### config.mk
export PLATFORM = sky130hd
export DESIGN_NAME = int_fp_div
export DESIGN_NICKNAME = d
export VERILOG_FILES = /design/src/rtl/int_fp_div_pkg.sv /design/src/rtl/int_fp_div_restoring_core.sv /design/src/rtl/int_fp_div.sv
export SDC_FILE = /design/constraint.sdc
export NUM_CORES = 1
export LEC_CHECK = 0
export CAP_MARGIN = 0
export CELL_PAD_IN_SITES_DETAIL_PLACEMENT = 1
export CELL_PAD_IN_SITES_GLOBAL_PLACEMENT = 1
export CORE_UTILIZATION = 49
export DETAILED_ROUTE_END_ITERATION = 8
export DONT_BUFFER_PORTS = 1
export PLACE_DENSITY = 0.87
export SLEW_MARGIN = 20
export SYNTH_ARGS = -nofsm -noshare
export SYNTH_HDL_FRONTEND = slang
export SYNTH_SLANG_ARGS = --single-unit
### constraint.sdc
create_clock -name clk -period 3.4 [get_ports clk]
set_input_delay 0.51 -clock clk [delete_from_list [all_inputs] [get_ports clk]]
set_output_delay 0.51 -clock clk [all_outputs]
set_load 0.03 [all_outputs]
### src/rtl/int_fp_div_pkg.sv
// Shared constants and state encoding for the int8/fp16 iterative divider.
package int_fp_div_pkg;

  localparam int unsigned EXP_W   = 5;
  localparam int unsigned MAN_W   = 10;
  localparam int unsigned INT_W   = 8;
  localparam int unsigned FP_W    = 1 + EXP_W + MAN_W;
  localparam int unsigned BIAS    = (1 << (EXP_W - 1)) - 1;
  localparam int unsigned EXP_MAX = (1 << EXP_W) - 1;
  localparam int unsigned FP_IT   = MAN_W + 2;
  localparam int unsigned INT_IT  = INT_W;

  // Core datapath widths: partial remainder holds up to the 11-bit fp significand.
  localparam int unsigned REM_W = MAN_W + 1;
  localparam int unsigned QUO_W = FP_IT;
  localparam int unsigned CNT_W = 4;

  localparam logic [FP_W-2:0] FP_INF_MAG  = {{EXP_W{1'b1}}, {MAN_W{1'b0}}};
  localparam logic [FP_W-2:0] FP_ZERO_MAG = '0;

  typedef logic [1:0] state_t;
  localparam state_t IDLE = 2'd0;
  localparam state_t DIV  = 2'd1;
  localparam state_t NORM = 2'd2;
  localparam state_t DONE = 2'd3;

endpackage

### src/rtl/int_fp_div_restoring_core.sv
// Restoring shift-subtract core: one quotient bit per cycle, done pulses after the last bit.
// INT_FP_DIV_REM_EN exposes the low bits of the final partial remainder.
module div_restoring_core
  import int_fp_div_pkg::*;
(
  input  logic             clk,
  input  logic             rst_n,
  input  logic             start,
  input  logic [CNT_W-1:0] iters,
  input  logic [REM_W-1:0] num_hi,
  input  logic [QUO_W-1:0] num_lo,
  input  logic [REM_W-1:0] den,
  output logic [QUO_W-1:0] quo,
  output logic             done
`ifdef INT_FP_DIV_REM_EN
  ,
  output logic [INT_W-1:0] rem
`endif
);

  logic [REM_W-1:0] r;
  logic [QUO_W-1:0] dvd;
  logic [CNT_W-1:0] cnt;
  logic             busy;
  logic [REM_W:0]   trial;
  logic             ge;

  assign trial = {r, dvd[QUO_W-1]};
  assign ge    = trial >= {1'b0, den};

`ifdef INT_FP_DIV_REM_EN
  assign rem = r[INT_W-1:0];
`endif

  always_ff @(posedge clk or negedge rst_n) begin
    if (!rst_n) begin
      r    <= '0;
      dvd  <= '0;
      quo  <= '0;
      cnt  <= '0;
      busy <= 1'b0;
      done <= 1'b0;
    end else begin
      done <= 1'b0;
      if (start) begin
        r    <= num_hi;
        dvd  <= num_lo;
        quo  <= '0;
        cnt  <= iters;
        busy <= 1'b1;
      end else if (busy) begin
        r   <= ge ? REM_W'(trial - {1'b0, den}) : REM_W'(trial);
        quo <= {quo[QUO_W-2:0], ge};
        dvd <= {dvd[QUO_W-2:0], 1'b0};
        cnt <= cnt - 1'b1;
        if (cnt == CNT_W'(1)) begin
          busy <= 1'b0;
          done <= 1'b1;
        end
      end
    end
  end

endmodule

### src/rtl/int_fp_div.sv
// Iterative divider computing a/b as fp16 (mode=1) or signed int8 (mode=0), valid/ready both sides.
// Optional INT_FP_DIV_REM_EN adds a rem output (int remainder, sign of dividend).
module int_fp_div
  import int_fp_div_pkg::*;
(
  input  logic        clk,
  input  logic        rst_n,
  input  logic        in_valid,
  output logic        in_ready,
  input  logic        mode,
  input  logic [15:0] a,
  input  logic [15:0] b,
  output logic        out_valid,
  input  logic        out_ready,
  output logic [15:0] c,
  output logic        error
`ifdef INT_FP_DIV_REM_EN
  ,
  output logic [15:0] rem
`endif
);

  state_t      state;
  logic        mode_r;
  logic [15:0] a_r, b_r;
  logic        accept;

  logic [INT_W-1:0] ua, ub;
  logic [REM_W-1:0] num_hi, den;
  logic [QUO_W-1:0] num_lo, quo;
  logic [CNT_W-1:0] iters;
  logic             core_done;
`ifdef INT_FP_DIV_REM_EN
  logic [INT_W-1:0] core_rem;
  logic [15:0]      rem_n;
`endif

  logic              s_fp, neg_q;
  logic signed [6:0] e_fp, exp_fp;
  logic [MAN_W-1:0]  frac;
  logic [INT_W-1:0]  q_int;
  logic [15:0]       c_n;
  logic              err_n;

  assign in_ready  = (state == IDLE);
  assign out_valid = (state == DONE);
  assign accept    = in_ready && in_valid;

  // fp runs the divide on the significands; starting the remainder at ma>>1 with
  // ma[0] shifted in first makes the first trial compare ma against mb (bit 11).
  always_comb begin
    ua = a[7] ? INT_W'(~a[7:0] + 8'd1) : a[7:0];
    ub = b[7] ? INT_W'(~b[7:0] + 8'd1) : b[7:0];
    if (mode) begin
      num_hi = {1'b0, 1'b1, a[MAN_W-1:1]};
      num_lo = {a[0], {(QUO_W-1){1'b0}}};
      den    = {1'b1, b[MAN_W-1:0]};
      iters  = CNT_W'(FP_IT);
    end else begin
      num_hi = '0;
      num_lo = {ua, {(QUO_W-INT_W){1'b0}}};
      den    = {{(REM_W-INT_W){1'b0}}, ub};
      iters  = CNT_W'(INT_IT);
    end
  end

  div_restoring_core u_core (
    .clk    (clk),
    .rst_n  (rst_n),
    .start  (accept),
    .iters  (iters),
    .num_hi (num_hi),
    .num_lo (num_lo),
    .den    (den),
    .quo    (quo),
    .done   (core_done)
`ifdef INT_FP_DIV_REM_EN
    ,
    .rem    (core_rem)
`endif
  );

  always_comb begin
    c_n    = '0;
    err_n  = 1'b0;
`ifdef INT_FP_DIV_REM_EN
    rem_n  = '0;
`endif
    s_fp   = a_r[15] ^ b_r[15];
    e_fp   = $signed({2'b00, a_r[14:10]}) - $signed({2'b00, b_r[14:10]}) + $signed(7'(BIAS));
    exp_fp = quo[QUO_W-1] ? e_fp : e_fp - 7'sd1;
    frac   = quo[QUO_W-1] ? quo[QUO_W-2:1] : quo[MAN_W-1:0];
    neg_q  = a_r[7] ^ b_r[7];
    q_int  = neg_q ? INT_W'(~quo[INT_W-1:0] + 8'd1) : quo[INT_W-1:0];
    if (mode_r) begin
      if (b_r[14:10] == '0) begin
        c_n   = {s_fp, FP_INF_MAG};
        err_n = 1'b1;
      end else if (a_r[14:10] == '0) begin
        c_n = {s_fp, FP_ZERO_MAG};
      end else if (exp_fp >= $signed(7'(EXP_MAX))) begin
        c_n   = {s_fp, FP_INF_MAG};
        err_n = 1'b1;
      end else if (exp_fp <= 7'sd0) begin
        c_n   = {s_fp, FP_ZERO_MAG};
        err_n = 1'b1;
      end else begin
        c_n = {s_fp, exp_fp[EXP_W-1:0], frac};
      end
    end else begin
      if (b_r[7:0] == '0) begin
        err_n = 1'b1;
      end else if (a_r[7:0] == 8'h80 && b_r[7:0] == 8'hFF) begin
        c_n   = 16'h007F;
        err_n = 1'b1;
      end else begin
        c_n = {{8{q_int[7]}}, q_int};
`ifdef INT_FP_DIV_REM_EN
        rem_n = a_r[7] ? {{8{1'b1}}, 8'(~core_rem + 8'd1)} : {8'h00, core_rem};
        if (core_rem == '0) rem_n = '0;
`endif
      end
    end
  end

  always_ff @(posedge clk or negedge rst_n) begin
    if (!rst_n) begin
      state  <= IDLE;
      mode_r <= 1'b0;
      a_r    <= '0;
      b_r    <= '0;
      c      <= '0;
      error  <= 1'b0;
`ifdef INT_FP_DIV_REM_EN
      rem    <= '0;
`endif
    end else begin
      case (state)
        IDLE: if (accept) begin
          mode_r <= mode;
          a_r    <= a;
          b_r    <= b;
          state  <= DIV;
        end
        DIV:  if (core_done) state <= NORM;
        NORM: begin
          c     <= c_n;
          error <= err_n;
`ifdef INT_FP_DIV_REM_EN
          rem   <= rem_n;
`endif
          state <= DONE;
        end
        DONE: if (out_ready) state <= IDLE;
        default: state <= IDLE;
      endcase
    end
  end

endmodule

---- Word-level counts from Yosys, hierarchy flattened ----
Cells that the tools add are included.
W data, S select, Z words.
cells by class
  muxes and demuxes ....................... 42
  equal/unequal tests ..................... 9
  reduce and logical (&&, ||, !) cells .... 9
  bitwise operators ....................... 5
  add/subtract/negate cells ............... 8
  magnitude comparators ................... 3
operators with widths
  kind                   number
  $mux W12               5
  $mux W15               4
  $mux W16               3
  $mux W11               4
  $add A8 B1 Y8 const B  3
  $mux W8                3
  $not A8 Y8             3
  $mux W10               2
  $eq A8 B8 Y1 const B   2
  $mux W1                13
  $ge A12 B11 Y1         1
  $sub A11 B11 Y11       1
  $logic_not A5 Y1       2
  $logic_not A8 Y1       1
  $mux W4                2
  $pmux W2 S4            1
  $add A6 B5 Y7 const B  1
  $ge A7 B6 Y1 const B   1
  $le A7 B1 Y1 const B   1
  $mux W7                1
  $sub A7 B2 Y7 const B  1
  $mux W2                3
  $ne A2 B1 Y1 const B   3
  $sub A5 B5 Y6          1
  11 further kinds       14
storage, ports and cells
  word-level logic and storage cells ...... 88
  register bits ........................... 93

---- Depth between registers and ports, before layout ----
Gate-level depths: netlist of the first run.
  depth after elaboration ................. 10
  mapped depth ............................ 14
  depth with buffers taken out ............ 14

---- By module ----
From an unflattened synthesis of the first run, not the netlist that was laid out.
second synthesis, totals
  cells, all modules ...................... 639
  area, all modules ....................... 6012.0 µm²
by module, submodules not included
  module              cells an instance  area each (µm²)  times used
  int_fp_div          361                3415.8           1
  div_restoring_core  278                2596.2           1

---- Least setup slack after synthesis of the first run ----
Ideal clock, no wire load.
  path type ............................... in2reg
  from .................................... input mode
  to ...................................... register u_core.r[2]
  slack ................................... 0.192 ns
  buffers on the path ..................... 0
  arrival time ............................ 3.072 ns
  stages .................................. 12
  cells stage by stage .................... inv_1 > nand2_1 > mux2i_1 > fa_1 > a21o_1 > a21o_1 > a2111oi_4 > o41ai_2 > a21oi_4 > mux2_1 > mux2i_1 > a21oi_1
on the way
  longest elaborated chain between the ends .. 5
  elaborated cells on any way between the ends .. 7
  classes of those cells .................. add/sub (1); order compare (1); mux (5)
ends and longest elaborated chain
  what                                                RTL line                                                          source
  from (decl)                                         int_fp_div.sv:10                                                  input logic mode,
  $mux W11                                            int_fp_div.sv:54                                                  if (mode) begin
  $sub A11 B11 Y11 or $ge A12 B11 Y1 (tied branches)  int_fp_div_restoring_core.sv:52, int_fp_div_restoring_core.sv:29
  $mux W11                                            int_fp_div_restoring_core.sv:52                                   r <= ge ? REM_W'(trial - {1'b0, den}) : REM_W'(trial);
  $mux W11                                            int_fp_div_restoring_core.sv:51                                   end else if (busy) begin
  $mux W11 *                                          int_fp_div_restoring_core.sv:45                                   if (start) begin
  to (signal assigned)                                int_fp_div_restoring_core.sv:46                                   r <= num_hi;
  to (signal assigned)                                int_fp_div_restoring_core.sv:52
  to (decl)                                           int_fp_div_restoring_core.sv:21                                   logic [REM_W-1:0] r;
Mark *: on every way between the ends. The rest lies on a longest branch, timed or not. The select of a mux whose other input is x is not followed.
A chain may end at the register's enable or synchronous reset.

---- Worst setup path after layout of the first run ----
  from .................................... register a_r[10]
  to ...................................... register error
on the way
  longest elaborated chain between the ends .. 10
  elaborated cells on any way between the ends .. 12
  classes of those cells .................. add/sub (3); order compare (2); mux (6); reduce/logical (1)
ends and longest elaborated chain
  what                    RTL line           source
  from (decl)             int_fp_div.sv:25   logic [15:0] a_r, b_r;
  from (signal assigned)  int_fp_div.sv:130  a_r <= '0;
  from (signal assigned)  int_fp_div.sv:141  a_r <= a;
  $sub A5 B5 Y6           int_fp_div.sv:90   e_fp = $signed({2'b00, a_r[14:10]}) - $signed({2'b00, b_r[14:10]}) + $signed(7'(BIAS));
  $add A6 B5 Y7           int_fp_div.sv:90
  $sub A7 B2 Y7           int_fp_div.sv:91   exp_fp = quo[QUO_W-1] ? e_fp : e_fp - 7'sd1;
  $mux W7                 int_fp_div.sv:91
  $le A7 B1 Y1            int_fp_div.sv:104  end else if (exp_fp <= 7'sd0) begin
  $mux W1                 int_fp_div.sv:104
  $mux W1                 int_fp_div.sv:101  end else if (exp_fp >= $signed(7'(EXP_MAX))) begin
  $mux W1 *               int_fp_div.sv:99   end else if (a_r[14:10] == '0) begin
  $mux W1 *               int_fp_div.sv:96   if (b_r[14:10] == '0) begin
  $mux W1 *               int_fp_div.sv:95   if (mode_r) begin
  to (signal assigned)    int_fp_div.sv:148  error <= err_n;
  to (decl)               int_fp_div.sv:16   output logic error
Mark *: on every way between the ends. The rest lies on a longest branch, timed or not.

==> results of run 1 <==
==> what timing repair did <==
| action | CTS | global route |
|---|---|---|
| endpoints found under the hold margin | 85 | 0 |
| endpoints found under the setup margin | 9 | 16 |
| buffers inserted | 2 | 2 |
| pin swaps | 4 | 11 |
| gates cloned | 1 | 0 |
| hold buffers | 1 | 0 |
| gates resized for setup | 7 | 23 |
==> registers in the layout, summed over array words and instances, names as in the netlist <==
register / cells
c: 16
a_r: 14
u_core.busy: 1
state: 2
u_core.cnt: 4
b_r: 14
u_core.dvd: 8
u_core.r: 11
error: 1
u_core.quo: 12
mode_r: 1
u_core.done: 1
==> stage by stage <==
step | util (%) | instances | TNS (ns)
after floorplan | - | 610 | 0
after detailed placement | 51.45 | 732 | -0.1814
after CTS | 54.01 | 752 | 0
final | 55.33 | 754 | 0
after global routing | 55.33 | 754 | -0.4324
after global placement | 51.45 | 732 | 0
==> placed cells by master (no fill, tap or decap), drive strengths merged, types with 18 or more instances in the layout <==
cell type	synthesis	routed
nand2	106	106
dfrtp	85	85
o21ai	54	54
nor2	51	51
a21oi	34	34
mux2i	31	31
inv	30	31
ha	27	27
xnor2	19	19
xor2	18	18
==> cell type report <==
class,instances,area [sq um],share of cell area (%)
well taps,140,175.2,2.933
repair buffers,15,132.6,2.221
multi-input cells,468,3224,53.99
inverters,30,112.6,1.886
clock inverters,6,72.57,1.215
flip-flops and latches,85,2127,35.62
clock buffers,10,127.6,2.137
==> worst max-delay path by stage <==
stage,end,cells past startpoint,startpoint
4_1_cts,error,14,a_r[10]
2_1_floorplan,u_core.r[2],12,mode
5_1_grt,c[2],14,a_r[10]
6_report,error,14,a_r[10]
3_5_place_dp,c[2],14,a_r[10]
3_3_place_gp,u_core.r[3],13,b[0]
==> worst max-delay path, stage by stage, from the launching register on <==
cell and delay, ns:
dfrtp_1 0.38, inv_2 0.09, ha_4 0.14, inv_2 0.03, fa_1 0.54, inv_2 0.07, ha_4 0.26, or3b_4 0.39
nor3b_2 0.22, a21oi_2 0.06, or2_1 0.28, a21boi_4 0.15, o22ai_4 0.23, a21oi_1 0.11, a221o_1 0.28
==> kinds of logic (layout without fill, tap and decap cells) <==
kind of cell             Yosys count  in the layout  share of synthesized area, %
multiplexers                      35             35                         6.631
flip-flops                        85             85                         39.28
XOR/XNOR                          38             38                         6.678
buffers and inverters             58             61                         4.182
AND/OR/NAND/NOR                  212            213                         17.44
adder cells (fa/ha/maj)           29             29                         6.978
AO/OA/AOI/OAI                    153            153                         18.81
==> layer usage <==
metal  part of all wire [%]  up-vias  global-route usage (%)
li1                       -     2130                       -
met1                     43     2215                   33.26
met2                     50       92                   46.41
met3                    4.4       26                   4.498
met4                    2.0        0                   8.904
met5                      0        -                       0
==> flow_metrics.py, run 1 <==
metrics = {
    "floorplan": {
        "die_area_sq_um": 11480,
        "initial_core_util_pct": 50.17,
        "die_h_um": 107.1,
        "core_area_sq_um": 10790,
        "die_w_um": 107.1,
        "row_count": 38,
        "io_pins": 56,
    },
    "detailed_routing": {
        "firstDrtPassIters": 5,
        "drc": 0,
        "first_iter_violations": 223,
        "wl_per_cell_um": 18.89,
        "antenna_left": 0,
        "vias_per_cell": 5.919,
        "vias": 4463,
        "routed_wl_um": 14240,
    },
    "cts": {
        "cts_tree": "yes",
        "clkSlewWorstSetupHoldPaths_ns": 0.10,
        "root_buffer": "clkbuf_8",
        "htreeDepth": 3,
        "cts_made_buffers": 9,
        "cts_max_path_buffers": 2,
        "clk_latency_ns": 0.38,
        "clock_sinks": 85,
    },
    "run": {
        "cap_violations": 0,
    },
    "grt": {
        "grt_max_degree": 86,
        "grt_remaining_overflow": 0,
        "antenna_found_initial": 0,
        "grt_pass1_wl_um": 23990,
        "gr-usage-all-layers_pct": 26.61,
        "grt_pass1_vias": 4809,
    },
    "sta": {
        "layout_setup_ws_ns": 0.06898,
        "fin_crit_ns": 3.331,
        "rsz0062_at_grt": "true",
        "max_freq_mhz": 300.2,
        "timing.final.max_slew_violations": 0,
        "relSlewSlack_pct": 47.37,
        "finalCritPeriodShare_pct": 97.97,
        "tightestPinTransition_ns": 0.7895,
        "hold_viol": 6,
        "setup-violations-final": 0,
        "hold_slack_ns": -0.01754,
        "skew_ns": 0.01181,
    },
    "layout": {
        "drive_gt1_share_pct": 12.05,
        "finalInstanceArea_sq_um": 5972,
        "fillers": 1243,
        "fin_nets": 675,
        "area_delta_synth_final_pct": 10.28,
        "diodes": 0,
    },
    "synth": {
        "yosys_most_used_dff": "dfrtp_1",
        "synth_common_cells": "nand2_1 (106), dfrtp_1 (85), nor2_1 (51), o21ai_0 (51), a21oi_1 (32)",
        "synth-edff-count": 0,
        "yosysUniqueCellTypes": 63,
        "syn_inst": 610,
        "synth_most_common_cell": "nand2_1",
        "seq_area_frac_synth_pct": 39.28,
        "syn_nets": 676,
        "yosys.area.top_type": "dfrtp_1",
        "synth_top_area_share_pct": 39.28,
        "yosys-top-cells-area": "dfrtp_1 (39%), nand2_1 (7.3%), ha_1 (6.2%)",
        "async_reset_ff_share_pct": 100.0,
        "syn-mean-instance-area_sq_um": 8.877,
        "yosys_warnings": 0,
        "netlist_area_sq_um": 5415,
        "yosys_register_bits": 85,
    },
    "place": {
        "gp_congestion": 0.8504,
        "dpl_cell_area_sq_um": 5553,
        "port_buffers": 0,
        "dp_slack_ns": -0.04959,
        "dp_hpwl_um": 10280,
    },
    "status": {
        "violations": "hold timing",
        "status": "complete, but fails checks",
    },
    "setup_path": {
        "reg2reg_slack_ns": 0.07,
        "r2r_end": "error",
        "cp_max_fo": 3,
        "r2r_start": "a_r[10]",
        "worstSetupStartpointType": "flop",
        "end_kind": "flop",
        "worstPathArrival_ns": 3.59,
        "critical_path_class": "reg2reg",
        "worstPathRequired_ns": 3.66,
        "reg2regPathDepth": 14,
    },
    "min_path": {
        "hold_path_class": "in2async",
    },
}
Power of run 1 is left out: the tool's default activity adds up to more than one toggle a clock period on the data nets, which glitch-free logic cannot reach.
==> run 2: changes to the inputs <==
- CORE_ASPECT_RATIO: not set -> 0.9
- CORE_MARGIN: not set -> 4
==> run 2 against run 1 <==
The flow finishes with violations (setup timing). Non-clock buffer count up 1. Core utilization grew 0.18 points. Die area is 12% higher. Count of clock-buffer cells in the layout down 1. Critical path depth stayed put. Largest cell class unchanged. Flip-flop and latch count did not move. Via count up 3.3%.
==> flow_metrics.py, run 2 (synthesized netlist as in run 1, its figures left out) <==
metrics = {
    "status": {
        "status": "complete, but fails checks",
        "violations": "setup timing",
    },
    "sta": {
        "layout_setup_ws_ns": -0.007893,
        "tightestPinTransition_ns": 0.8393,
        "fin_crit_ns": 3.408,
        "rsz0062_at_grt": "true",
        "finalCritPeriodShare_pct": 100.2,
        "setup-violations-final": 1,
        "hold_viol": 0,
        "relSlewSlack_pct": 44.05,
        "timing.final.max_slew_violations": 0,
        "max_freq_mhz": 293.4,
        "skew_ns": 0.01022,
    },
    "layout": {
        "reg.largest.list": "c (16), a_r (14), b_r (14)",
        "largest_register": "c",
        "fillers": 1243,
        "drive_gt1_share_pct": 11.71,
        "diodes": 0,
        "final_common_cell": "nand2_1",
        "fin_cells": 748,
        "largest_reg_flops": 16,
        "fin_nets": 676,
        "postLayoutCoreUtil_pct": 55.51,
        "layout_common_cells": "nand2_1 (106), dfrtp_1 (85), nor2_1 (51)",
        "area_delta_synth_final_pct": 10.81,
    },
    "grt": {
        "grt_max_degree": 86,
        "grt_remaining_overflow": 0,
        "grt_pass1_wl_um": 25740,
        "antenna_found_initial": 0,
        "gr-usage-all-layers_pct": 25.04,
        "grt_pass1_vias": 5024,
    },
    "place": {
        "dp_slack_ns": -0.009841,
        "port_buffers": 0,
        "dp_hpwl_um": 10670,
        "placed_cells": 725,
        "gp_congestion": 0.8489,
    },
    "cts": {
        "cts_made_buffers": 9,
        "cts_tree": "yes",
        "cts_max_path_buffers": 2,
        "clk_latency_ns": 0.35,
        "htreeDepth": 3,
        "root_buffer": "clkbuf_16",
        "clkSlewWorstSetupHoldPaths_ns": 0.07,
        "clock_sinks": 85,
    },
    "floorplan": {
        "die_w_um": 118.8,
        "initial_core_util_pct": 50.09,
        "row_count": 36,
        "die_area_sq_um": 12800,
        "core_area_sq_um": 10810,
        "io_pins": 56,
        "die_h_um": 107.7,
    },
    "setup_path": {
        "crit_chain": "inv_2 -> ha_4 -> inv_2 -> fa_1 -> inv_2 -> ha_4 -> or3b_4 -> nor3b_4 -> a21oi_4 -> or2_1 -> a21boi_4 -> o22ai_4 -> a21oi_2 -> a221o_1",
        "worstSetupStartpointType": "flop",
        "worstPathRequired_ns": 3.63,
        "critical_path.slowest_cell": "fa_1",
        "end_kind": "flop",
        "cp_max_fo": 4,
        "cpMostUsedCell": "inv_2",
        "worstSetupStartpoint": "a_r[10]",
        "cpPeakStageDelay_ns": 0.54,
        "critical_path_class": "reg2reg",
        "worstPathArrival_ns": 3.64,
        "r2r_start": "a_r[10]",
        "reg2reg_slack_ns": -0.008,
    },
    "detailed_routing": {
        "vias": 4610,
        "wl_per_cell_um": 20.89,
        "firstDrtPassIters": 4,
        "routed_wl_um": 15630,
        "drc": 0,
        "vias_per_cell": 6.163,
        "antenna_left": 0,
        "first_iter_violations": 295,
    },
    "min_path": {
        "hold_path_class": "in2async",
    },
    "run": {
        "cap_violations": 0,
    },
}
==> run 2: area by class of cell <==
class	instances	area, sq um	share of cell area (%)
clock inverter	7	57.56	0.9591
timing repair buffer	16	140.1	2.335
multi-input combinational	468	3172	52.86
sequential	85	2127	35.45
inverter	30	112.6	1.877
clock buffer	9	225.2	3.753
tap	133	166.4	2.773
==> run 2: final timing paths <==
| kind | endpoint | cells after the start |
|---|---|---|
| setup reg to reg | error | 14 |
| min in group clk | a_r[4] | 2 |
| max in group asynchronous | state[1] | 1 |
| hold reg to reg | a_r[4] | 2 |
| setup / recovery | error | 14 |
| hold / removal | u_core.quo[10] | 1 |
==> run 2: timing repair <==
action / CTS / global route
hold buffers: 1 / 0
cloned: 0 / 1
endpoints found under the hold margin: 85 / 0
resized for setup: 3 / 20
setup endpoints to repair: 6 / 15
setup buffers: 0 / 5
pin swaps: 1 / 12
==> run 2: critical path: cells and delay by family (launching register included) <==
kind / cells / cell delay [ns]
buffers and inverters: 3 / 0.18
AND/OR/NAND/NOR: 3 / 0.92
AO/OA/AOI/OAI: 5 / 0.87
adder cells (fa/ha/maj): 3 / 0.94
flip-flops: 1 / 0.37
==> run 2: per-layer routing <==
| metal | global-route usage [%] | wire (um) |
|---|---|---|
| met1 | 31.20 | 6432 |
| met3 | 4.204 | 802 |
| met2 | 44.18 | 8008 |
| met5 | 0 | 0 |
| met4 | 8.602 | 385 |
==> run 2: metrics by stage <==
stage	hold WS (ns)	area (sq um)	setup TNS (ns)
after detailed placement	0.2159	5544	-0.01530
after global placement	0.2161	5544	0
final	0.07075	6001	-0.007893
after global routing	0.09792	6001	-0.9105
after CTS	0.08793	5863	0
after floorplan	0.2144	5415	0
Power of run 2 is left out for the same reason.
==> run 3: changes to the inputs <==
- clock period: 3.4 -> 3.35 ns (I/O delays scaled with it)
==> run 3 against run 2 <==
The flow still finishes with violations (setup timing). Die area stayed put. First-iteration DRC count is 31% higher. Sequential share of layout area is 0.77 points lower.
==> flow_metrics.py, run 3 (synthesized netlist as in run 1, its figures left out) <==
metrics = {
    "status": {
        "status": "complete, but fails checks",
        "violations": "setup timing",
    },
    "detailed_routing": {
        "antenna_left": 0,
        "routed_wl_um": 16500,
        "firstDrtPassIters": 5,
        "drc": 0,
        "first_iter_violations": 386,
        "vias_per_cell": 6.278,
        "vias": 4727,
        "wl_per_cell_um": 21.91,
    },
    "setup_path": {
        "worstSetupStartpointType": "flop",
        "path_buf_inv": 3,
        "crit_chain": "inv_2 -> ha_4 -> inv_2 -> fa_1 -> inv_2 -> ha_4 -> or3b_4 -> nor3b_2 -> a21oi_2 -> or2_1 -> a21boi_4 -> o22ai_4 -> nand3_4 -> o31ai_2",
        "path_delay_family": "simple AND/OR/NAND/NOR gates",
        "worstSetupStartpoint": "a_r[10]",
        "cp_max_fo": 5,
        "r2r_start": "a_r[10]",
        "worstPathRequired_ns": 3.61,
        "critical_path.slowest_cell": "fa_1",
        "cpMostUsedCell": "inv_2",
        "worstPathArrival_ns": 3.63,
        "cpPeakStageDelay_ns": 0.53,
        "critical_path_class": "reg2reg",
        "end_kind": "flop",
    },
    "layout": {
        "postLayoutCoreUtil_pct": 56.75,
        "fin_nets": 681,
        "layout_common_cells": "nand2_1 (106), dfrtp_1 (85), nor2_1 (51)",
        "reg.largest.list": "c (16), a_r (14), b_r (14)",
        "drive_gt1_share_pct": 13.06,
        "largest_register": "c",
        "area_delta_synth_final_pct": 13.29,
        "final_common_cell": "nand2_1",
        "largest_reg_flops": 16,
        "diodes": 0,
    },
    "cts": {
        "cts_max_path_buffers": 2,
        "htreeDepth": 3,
        "clkSlewWorstSetupHoldPaths_ns": 0.07,
        "cts_made_buffers": 9,
        "clk_latency_ns": 0.35,
        "clock_sinks": 85,
        "root_buffer": "clkbuf_16",
        "cts_tree": "yes",
    },
    "grt": {
        "grt_remaining_overflow": 0,
        "grt_pass1_vias": 5064,
        "gr-usage-all-layers_pct": 25.99,
        "antenna_found_initial": 0,
        "grt_pass1_wl_um": 26170,
        "grt_max_degree": 86,
    },
    "sta": {
        "rsz0062_at_grt": "true",
        "skew_ns": 0.01055,
        "setup-violations-final": 5,
        "finalCritPeriodShare_pct": 100.8,
        "max_freq_mhz": 296.1,
        "layout_setup_ws_ns": -0.02669,
        "tightestPinTransition_ns": 0.8660,
        "hold_viol": 0,
        "fin_crit_ns": 3.377,
        "relSlewSlack_pct": 42.26,
        "timing.final.max_slew_violations": 0,
    },
    "place": {
        "port_buffers": 0,
        "dp_hpwl_um": 10780,
        "gp_congestion": 0.8438,
    },
    "floorplan": {
        "core_area_sq_um": 10810,
        "initial_core_util_pct": 50.09,
        "die_w_um": 118.8,
        "die_h_um": 107.7,
        "io_pins": 56,
        "die_area_sq_um": 12800,
        "row_count": 36,
    },
    "run": {
        "cap_violations": 0,
    },
    "min_path": {
        "hold_path_class": "in2async",
    },
}
==> run 3: final timing paths <==
| path | endpoint | slack (ns) | depth (start not counted) |
|---|---|---|---|
| worst min-delay path | c[12] | 0.04 | 1 |
| max in group asynchronous | u_core.done | 2.96 | 1 |
| worst max register to register | c[4] | -0.03 | 14 |
| worst max-delay path | c[4] | -0.03 | 14 |
| worst min register to register | u_core.r[10] | 0.49 | 2 |
| min in group clk | u_core.dvd[4] | 0.25 | 1 |
==> run 3: worst register-to-register path, cell delays in order (launching register included) <==
cell and delay (ns):
dfrtp_1 0.38, inv_2 0.09, ha_4 0.14, inv_2 0.03
fa_1 0.53, inv_2 0.07, ha_4 0.26, or3b_4 0.38
nor3b_2 0.19, a21oi_2 0.07, or2_1 0.27, a21boi_4 0.16
o22ai_4 0.27, nand3_4 0.20, o31ai_2 0.25
==> run 3: routing by layer <==
layer  vias up  GRT usage, %  part of all wire, %
met5         -             0                    0
met4         0         10.01                  2.3
met3        36         5.675                  4.3
met2       137         45.72                   52
met1      2412         31.21                   41
li1       2142             -                    -
==> run 3: area by class of cell <==
class | instances | area, sq um
Clock inverter | 5 | 82.58
Inverter | 30 | 112.6
Clock buffer | 11 | 252.7
Multi-Input combinational cell | 468 | 3208
Tap cell | 133 | 166.4
Fill cell | 1233 | 4676
Timing Repair Buffer | 21 | 185.2
Sequential cell | 85 | 2127
==> run 3: per-stage QoR <==
stage               hold slack (ns)  cells  setup TNS [ns]  cell area [sq um]  setup WS (ns)
floorplan                    0.2069    610               0               5415         0.1490
global placement             0.2086    727               0               5559        0.05942
detailed placement           0.2088    727         -0.4771               5559        -0.1112
CTS                         0.07284    750       -0.009585               6051      -0.009585
global route                0.05763    753         -0.6156               6135        -0.1129
finish                      0.03927    753        -0.06438               6135       -0.02669
==> run 3: repair_timing <==
action | CTS | global route
hold buffers | 1 | 0
pin swaps | 9 | 11
buffers inserted | 5 | 3
gates resized for setup | 18 | 11
endpoints found under the setup margin | 12 | 15
gates cloned | 1 | 0
hold endpoints to repair | 85 | 0
Power of run 3 is left out for the same reason.
